[src/rtl/intra16_mode_sched.sv]
// Luma 16x16 intra SAD sequencer: accumulates per-mode absolute residual sums and picks the cheapest mode.
// Optional plane-mode candidate enabled by defining INTRA16_PLANE_EN.
module intra16_mode_sched #(
  parameter int ROW_SAMPLES = 16,
  parameter int ROWS        = 16,
  parameter int SAD_W       = 16
) (
  input  logic                       clk,
  input  logic                       reset,
  input  logic                       start,
  input  logic                       avail_top,
  input  logic                       avail_left,
  input  logic                       row_valid,
  output logic                       row_ready,
  input  logic [8*ROW_SAMPLES-1:0]   vres_row,
  input  logic [8*ROW_SAMPLES-1:0]   hres_row,
  input  logic [8*ROW_SAMPLES-1:0]   dcres_row,
`ifdef INTRA16_PLANE_EN
  input  logic [8*ROW_SAMPLES-1:0]   pres_row,
  output logic [SAD_W-1:0]           sad_p,
`endif
  output logic                       busy,
  output logic                       done,
  output logic [1:0]                 best_mode,
  output logic [SAD_W-1:0]           best_sad,
  output logic [SAD_W-1:0]           sad_v,
  output logic [SAD_W-1:0]           sad_h,
  output logic [SAD_W-1:0]           sad_dc
);

`ifdef INTRA16_PLANE_EN
  localparam int NM = 4;
`else
  localparam int NM = 3;
`endif
  localparam int RSUM_W = 13;
  localparam int CNT_W  = (ROWS > 1) ? $clog2(ROWS) : 1;

  typedef enum logic [1:0] {IDLE, ACCUM, COMPARE, DONE} state_t;

  state_t                  state_reg, state_next;
  logic [CNT_W-1:0]        row_cnt_reg;
  logic                    top_reg, left_reg;
  logic [SAD_W-1:0]        acc_reg [NM];
  logic [1:0]              best_mode_reg;
  logic [SAD_W-1:0]        best_sad_reg;
  logic [8*ROW_SAMPLES-1:0] res [NM];
  logic [RSUM_W-1:0]       row_sum [NM];
  logic [1:0]              win_mode;
  logic [SAD_W-1:0]        win_sad;
  logic                    last_beat;

  // Magnitude taken at 9 bits so that -128 yields 128 rather than wrapping.
  function automatic logic [8:0] abs9(input logic [7:0] s);
    logic [8:0] x;
    x = {s[7], s};
    return s[7] ? 9'(-x) : x;
  endfunction

  assign res[0] = vres_row;
  assign res[1] = hres_row;
  assign res[2] = dcres_row;
`ifdef INTRA16_PLANE_EN
  assign res[3] = pres_row;
`endif

  genvar gm, gi;
  generate
    for (gm = 0; gm < NM; gm++) begin : g_mode
      logic [8:0]        mag [ROW_SAMPLES];
      logic [RSUM_W-1:0] sum;
      for (gi = 0; gi < ROW_SAMPLES; gi++) begin : g_smp
        assign mag[gi] = abs9(res[gm][8*gi +: 8]);
      end
      always_comb begin
        sum = '0;
        for (int k = 0; k < ROW_SAMPLES; k++) begin
          sum = sum + RSUM_W'(mag[k]);
        end
      end
      assign row_sum[gm] = sum;
    end
  endgenerate

  assign last_beat = (row_cnt_reg == CNT_W'(ROWS - 1));

  always_comb begin
    state_next = state_reg;
    row_ready  = 1'b0;
    busy       = 1'b0;
    done       = 1'b0;
    case (state_reg)
      IDLE:    if (start) state_next = ACCUM;
      ACCUM: begin
        row_ready = 1'b1;
        busy      = 1'b1;
        if (row_valid && last_beat) state_next = COMPARE;
      end
      COMPARE: begin
        busy       = 1'b1;
        state_next = DONE;
      end
      DONE: begin
        done       = 1'b1;
        state_next = IDLE;
      end
      default: state_next = IDLE;
    endcase
  end

  // Candidates are visited from highest to lowest index with <= so ties settle on the lowest index.
  always_comb begin
    win_mode = 2'd2;
    win_sad  = acc_reg[2];
`ifdef INTRA16_PLANE_EN
    if (top_reg && left_reg && (acc_reg[3] < win_sad)) begin
      win_mode = 2'd3;
      win_sad  = acc_reg[3];
    end
`endif
    if (left_reg && (acc_reg[1] <= win_sad)) begin
      win_mode = 2'd1;
      win_sad  = acc_reg[1];
    end
    if (top_reg && (acc_reg[0] <= win_sad)) begin
      win_mode = 2'd0;
      win_sad  = acc_reg[0];
    end
  end

  always_ff @(posedge clk or negedge reset) begin
    if (!reset) begin
      state_reg     <= IDLE;
      row_cnt_reg   <= '0;
      top_reg       <= 1'b0;
      left_reg      <= 1'b0;
      best_mode_reg <= 2'd2;
      best_sad_reg  <= '0;
      for (int m = 0; m < NM; m++) acc_reg[m] <= '0;
    end else begin
      state_reg <= state_next;
      case (state_reg)
        IDLE: if (start) begin
          row_cnt_reg <= '0;
          top_reg     <= avail_top;
          left_reg    <= avail_left;
          for (int m = 0; m < NM; m++) acc_reg[m] <= '0;
        end
        ACCUM: if (row_valid) begin
          row_cnt_reg <= row_cnt_reg + 1'b1;
          for (int m = 0; m < NM; m++) acc_reg[m] <= acc_reg[m] + SAD_W'(row_sum[m]);
        end
        COMPARE: begin
          best_mode_reg <= win_mode;
          best_sad_reg  <= win_sad;
        end
        default: ;
      endcase
    end
  end

  assign best_mode = best_mode_reg;
  assign best_sad  = best_sad_reg;
  assign sad_v     = acc_reg[0];
  assign sad_h     = acc_reg[1];
  assign sad_dc    = acc_reg[2];
`ifdef INTRA16_PLANE_EN
  assign sad_p     = acc_reg[3];
`endif

endmodule

[config.mk]
export PLATFORM = sky130hd
export DESIGN_NAME = intra16_mode_sched
export DESIGN_NICKNAME = d
export VERILOG_FILES = /design/src/rtl/intra16_mode_sched.sv
export SDC_FILE = /design/constraint.sdc
export NUM_CORES = 1
export LEC_CHECK = 0
export ABC_AREA = 1
export CAP_MARGIN = 10
export CORE_MARGIN = 2
export CORE_UTILIZATION = 40
export DETAILED_ROUTE_END_ITERATION = 12
export GPL_ROUTABILITY_DRIVEN = 0
export HOLD_SLACK_MARGIN = 0.08
export SYNTH_ARGS = -nofsm -noshare
export SYNTH_HDL_FRONTEND = slang
export SYNTH_SLANG_ARGS = --single-unit
[constraint.sdc]
create_clock -name clk -period 12.6 [get_ports clk]
set_input_delay 3.15 -clock clk [delete_from_list [all_inputs] [get_ports clk]]
set_output_delay 3.15 -clock clk [all_outputs]
set_load 0.02 [all_outputs]
==> impl_metrics.json, run 1 <==
{
  "grt_pass1_wl_microns": 113100,
  "drive_gt1_frac": 0.009869,
  "dpl.hpwl_microns": 63810,
  "cts.clk_slew.worst_paths_ns": 0.07,
  "multi_input_area_sq_um": 17790,
  "crit_required_ns": 12.84,
  "fill_cells": 5561,
  "ant_nets": 0,
  "syn_to_final_growth_pct": 25.23,
  "wl_per_cell_microns": 16.82,
  "finalSetupTns_ns": 0,
  "core.rowCount": 87,
  "grt-ovfl-total": 0,
  "cts.sinks": 74,
  "antenna_found_initial": 6,
  "cpMaxStageDelayCell": "fa_1",
  "ys.flop_type": "dfrtp_1",
  "crit_arrival_ns": 9.28,
  "drc": 0,
  "tightest_slew_ns": 1.007,
  "yosysSeqAreaShare": 0.08072,
  "final_nets": 4405,
  "cts_resized": 0,
  "synth_area_sq_um": 22960,
  "rsz0062_at_grt": "no",
  "clk_latency_ns": 0.35,
  "cpPeakStageDelay_ns": 0.55,
  "syn_inst": 2973,
  "cts_hold_buf": 0,
  "start_util": 0.4056,
  "seq_area_sq_um": 1853,
  "io_pins": 459,
  "grt_pass1_vias": 21200,
  "setup_viol": 0,
  "ctsHtreeMaxLevel": 3,
  "critPathMaxFanout": 5,
  "wl_microns": 70720,
  "r2r-end": "sad_h[12]$_DFFE_PN0P_",
  "drv_cap": 0,
  "firstDrtPassIters": 5,
  "cts_setup_buffers": 0,
  "vias_per_cell": 4.792,
  "worstSetupPathType": "in2reg",
  "r2r_start": "sad_h[2]$_DFFE_PN0P_",
  "die_w_microns": 243.6,
  "hold_viol": 0,
  "status": "finished, final reports clean",
  "grt_util_all_layers": 0.2426,
  "worstHoldPathCells": 2,
  "final-max-slew-violation-count": 0,
  "cp-end-kind": "flop",
  "clockBufferDepth": 2,
  "ys_ff_latch": 74,
  "ys_warn_count": 0,
  "cpMostUsedCell": "inv_1",
  "die_h_microns": 243.6,
  "synth_edf_count": 0,
  "finalCriticalPeriod_ns": 9.040,
  "yosysMostFrequentCell": "inv_1",
  "synth_top_cell_by_area": "fa_1",
  "min_to": "best_sad[8]$_DFFE_PN0P_",
  "core-area_sq_um": 56600,
  "synth_top_cells_by_count": "inv_1 (864), nand2_1 (432), fa_1 (396), ha_1 (179), nor2_1 (174)",
  "synth_cell_types": 49,
  "cts_tree": "yes",
  "min_from": "best_sad[8]$_DFFE_PN0P_",
  "netlist_top_cells_area": "fa_1 (35%), inv_1 (14%), ha_1 (9.8%), dfrtp_1 (8.0%), nand2_1 (7.1%)",
  "post-route-period-util": 0.7175,
  "regToRegSetupSlack_ns": 7.04,
  "synth_top_area_frac": 0.3453,
  "drtIter0Drc": 1144,
  "reg2reg_depth": 16,
  "maxSlewHeadroom": 0.3289,
  "fin_worst_skew_ns": 0.007914,
  "synth.avg_cell_area_sq_um": 7.722,
  "io_buffers": 458,
  "max_freq_mhz": 110.6,
  "num_vias": 20150,
  "cts-buffers-inserted": 9,
  "async_reset_ff_frac": 1.000,
  "hold_path_class": "reg2reg",
  "grt_max_degree": 75,
  "die-area_sq_um": 59320,
  "cts-root-buf": "clkbuf_16",
  "start_kind": "input port"
}
## critical path, delay by kind of cell
family,cells,cell delay (ns)
AOI/OAI and AO/OA,4,0.87
xor gates and xnor gates,1,0.14
adders and majority gates,8,3.63
buffers and inverters,8,0.88
and+or+nand+nor,5,0.60
## through the flow
stage               utilization  instances  instance area, sq um  hold WS, ns  setup WS (ns)
floorplan                     -       3019                 23130       0.4890          4.177
global placement         0.5023       4185                 28430       0.4616          3.229
detailed placement       0.5023       4185                 28430       0.4643          3.216
CTS                      0.5077       4201                 28740       0.4827          3.546
global route             0.5079       4205                 28750       0.4984          3.090
finish                   0.5079       4205                 28750       0.4783          3.560
## cell usage in the layout, fill, tap and decap left out, drive strengths merged, types with 2 or more instances in the layout
cell	instances
nand2	438
o31ai	37
o21ai	155
nand3	90
xnor2	115
clkdlybuf4s50	457
o41ai	3
a21o	3
inv	869
a22oi	4
a21boi	2
ha	179
conb	48
or4	14
xor2	105
nor3	89
nand4	37
nor3b	3
mux2	2
clkbuf	9
a21oi	98
clkinv	3
and2	15
o22ai	6
a22o	6
diode	4
dfrtp	73
fa	396
or2	4
nor2	174
## layer usage
layer,part of all wire,GRT usage
met5,0.00018,0
met4,0.029,0.06331
met3,0.054,0.03139
met2,0.49,0.4225
met1,0.43,0.3177
## how the worst max path moves through the flow
| stage | to | from |
|---|---|---|
| finish | sad_v[11]$_DFFE_PN0P_ | vres_row[56] |
| global route | sad_h[11]$_DFFE_PN0P_ | hres_row[80] |
| global placement | sad_v[15]$_DFFE_PN0P_ | vres_row[80] |
| floorplan | sad_h[11]$_DFFE_PN0P_ | hres_row[81] |
| CTS | sad_v[15]$_DFFE_PN0P_ | vres_row[80] |
| detailed placement | sad_v[15]$_DFFE_PN0P_ | vres_row[80] |
## cell type report
| cell class | instances | area share |
|---|---|---|
| clock inverter | 7 | 0.002916 |
| clock buffer | 9 | 0.007834 |
| inverter | 867 | 0.1133 |
| antenna | 4 | 0.0003482 |
| timing repair buffer | 458 | 0.1594 |
| sequential | 74 | 0.06445 |
| tap | 756 | 0.03290 |
| multi-input combinational | 2030 | 0.6189 |
## cell families (layout without fill, tap and decap cells)
logic type	count (synthesis)	in the layout	synth area share
buffers and inverters	915	1341	0.1517
and+or+nand+nor	866	866	0.1624
adders and majority gates	575	575	0.4429
AOI/OAI and AO/OA	319	319	0.07707
xor gates and xnor gates	220	220	0.08393
DFF	74	74	0.08072
other	2	52	0.0003271
muxes	2	2	0.0009810
Power of run 1 is left out: the tool's default activity adds up to more than one toggle a clock period on the data nets, which glitch-free logic cannot reach.
==> inputs of run 2 (changes only) <==
==> constraint.sdc (replaced) <==
create_clock -name clk -period 8.5 [get_ports clk]
set_input_delay 2.125 -clock clk [delete_from_list [all_inputs] [get_ports clk]]
set_output_delay 2.125 -clock clk [all_outputs]
set_load 0.02 [all_outputs]
==> impl_metrics.json, run 2 (same netlist as run 1, synthesis figures left out) <==
{
  "rsz0062_at_grt": "no",
  "vias_per_cell": 4.798,
  "mostFrequentLayoutCells": "inv_1 (864), clkdlybuf4s50_1 (457), nand2_1 (432)",
  "cp_num_buf_inv": 8,
  "ant_nets": 0,
  "start_util": 0.4056,
  "drive_gt1_frac": 0.01073,
  "crit_arrival_ns": 8.22,
  "ctsHtreeMaxLevel": 3,
  "r2r-end": "sad_h[14]$_DFFE_PN0P_",
  "tightest_slew_ns": 0.9815,
  "grt_util_all_layers": 0.2423,
  "drc": 0,
  "wl_per_cell_microns": 16.77,
  "r2r_start": "sad_h[2]$_DFFE_PN0P_",
  "core-area_sq_um": 56600,
  "hold_viol": 0,
  "core.rowCount": 87,
  "die-area_sq_um": 59320,
  "cpMaxStageDelayCell": "fa_1",
  "cts-root-buf": "clkbuf_16",
  "cp-end-kind": "flop",
  "die_h_microns": 243.6,
  "antenna_found_initial": 4,
  "cp_top_family": "adder cells",
  "worstSetupPathType": "in2reg",
  "worstHoldPathCells": 2,
  "num_vias": 20190,
  "post-route-cell-area_sq_um": 28770,
  "critPathMaxFanout": 5,
  "cpPeakStageDelay_ns": 0.55,
  "drv_cap": 0,
  "min_from": "best_mode[1]$_DFFE_PN1P_",
  "final-max-slew-violation-count": 0,
  "dpl.hpwl_microns": 63610,
  "grt_pass1_vias": 21190,
  "maxSlewHeadroom": 0.3457,
  "reg2reg_depth": 16,
  "fin_worst_skew_ns": 0.01101,
  "grt_max_degree": 75,
  "die_w_microns": 243.6,
  "setup_viol": 0,
  "grt-ovfl-total": 0,
  "max_freq_mhz": 125.2,
  "finalCriticalPeriod_ns": 7.987,
  "final_nets": 4408,
  "crit_required_ns": 8.74,
  "cts.clk_slew.worst_paths_ns": 0.06,
  "io_buffers": 458,
  "io_pins": 459,
  "wl_microns": 70570,
  "layout_commonest_cell": "inv_1",
  "dpl-instance-area_sq_um": 28450,
  "grt_pass1_wl_microns": 113000,
  "post-route-period-util": 0.9396,
  "start_kind": "input port",
  "cpMostUsedCell": "inv_1",
  "firstDrtPassIters": 6,
  "drtIter0Drc": 967,
  "syn_to_final_growth_pct": 25.33,
  "regToRegSetupSlack_ns": 3.00,
  "cts.sinks": 74,
  "min_to": "best_mode[1]$_DFFE_PN1P_",
  "finalSetupTns_ns": 0,
  "clk_latency_ns": 0.36,
  "cts_tree": "yes",
  "cts_setup_buffers": 0,
  "hold_path_class": "reg2reg",
  "status": "finished, final reports clean",
  "clockBufferDepth": 2,
  "cts-buffers-inserted": 9
}
run 2: changes by cell type in the layout (fill, tap and decap cells not counted):
cell      change
clkinv_4      -1
buf_4         +3
a21boi_1      +1
a21boi_0      -1
inv_6         +1
run 2: per-stage QoR:
step	utilization	hold slack [ns]	cells	worst slack [ns]
after floorplan	-	0.4890	3019	1.102
after global placement	0.5027	0.4615	4188	0.1813
after detailed placement	0.5027	0.4677	4188	0.1538
after CTS	0.5081	0.4879	4204	0.5032
after global routing	0.5083	0.5074	4207	0.04170
final	0.5083	0.4841	4208	0.5133
run 2: metal layers:
layer,global-route usage,share of wire,up-vias
met5,0,0.00018,-
met4,0.05219,0.022,2
met3,0.03294,0.053,75
met2,0.4305,0.50,509
met1,0.3135,0.42,9804
li1,-,-,9800
run 2: how the worst max path moves through the flow:
stage	from	end	slack, ns	cells past startpoint
3_5_place_dp	hres_row[80]	sad_h[11]$_DFFE_PN0P_	0.15	27
6_report	vres_row[56]	sad_v[11]$_DFFE_PN0P_	0.51	26
2_1_floorplan	hres_row[81]	sad_h[11]$_DFFE_PN0P_	1.10	26
5_1_grt	hres_row[80]	sad_h[11]$_DFFE_PN0P_	0.04	27
3_3_place_gp	vres_row[80]	sad_v[15]$_DFFE_PN0P_	0.18	28
4_1_cts	vres_row[56]	sad_v[15]$_DFFE_PN0P_	0.50	28
run 2: layout make-up:
type	count	area [sq um]
repair buffers	461	4604
flip-flops and latches	74	1853
inverters	867	3257
clock inverters	7	83.83
clock buffers	9	225.2
fillers	5452	27830
well taps	756	945.9
diodes	4	10.01
multi-input cells	2030	17790
run 2: worst register-to-register path: cells and delay by family (launching register included):
| kind | cells | cell delay [ns] |
|---|---|---|
| compound gates | 3 | 0.59 |
| fa+ha+maj | 8 | 3.87 |
| buf+inv | 2 | 0.12 |
| flops | 1 | 0.54 |
| simple gates | 3 | 0.26 |
run 2: timing repair:
| item | in CTS | in global routing |
|---|---|---|
| setup endpoints to repair | 0 | 1 |
| resized for setup | 0 | 1 |
| hold buffers | 0 | 0 |
Power of run 2 is left out for the same reason.
==> inputs of run 3 (changes only) <==
--- a/config.mk
+++ b/config.mk
@@ -6,6 +6,7 @@
 export NUM_CORES = 1
 export LEC_CHECK = 0
 export ABC_AREA = 1
+export ABC_CLOCK_PERIOD_IN_PS = 8500
 export CAP_MARGIN = 10
 export CORE_MARGIN = 2
 export CORE_UTILIZATION = 40
==> results of run 3 <==
No change in the layout: final DEF, timing and power equal those of run 2.
Power of run 3 is left out for the same reason.
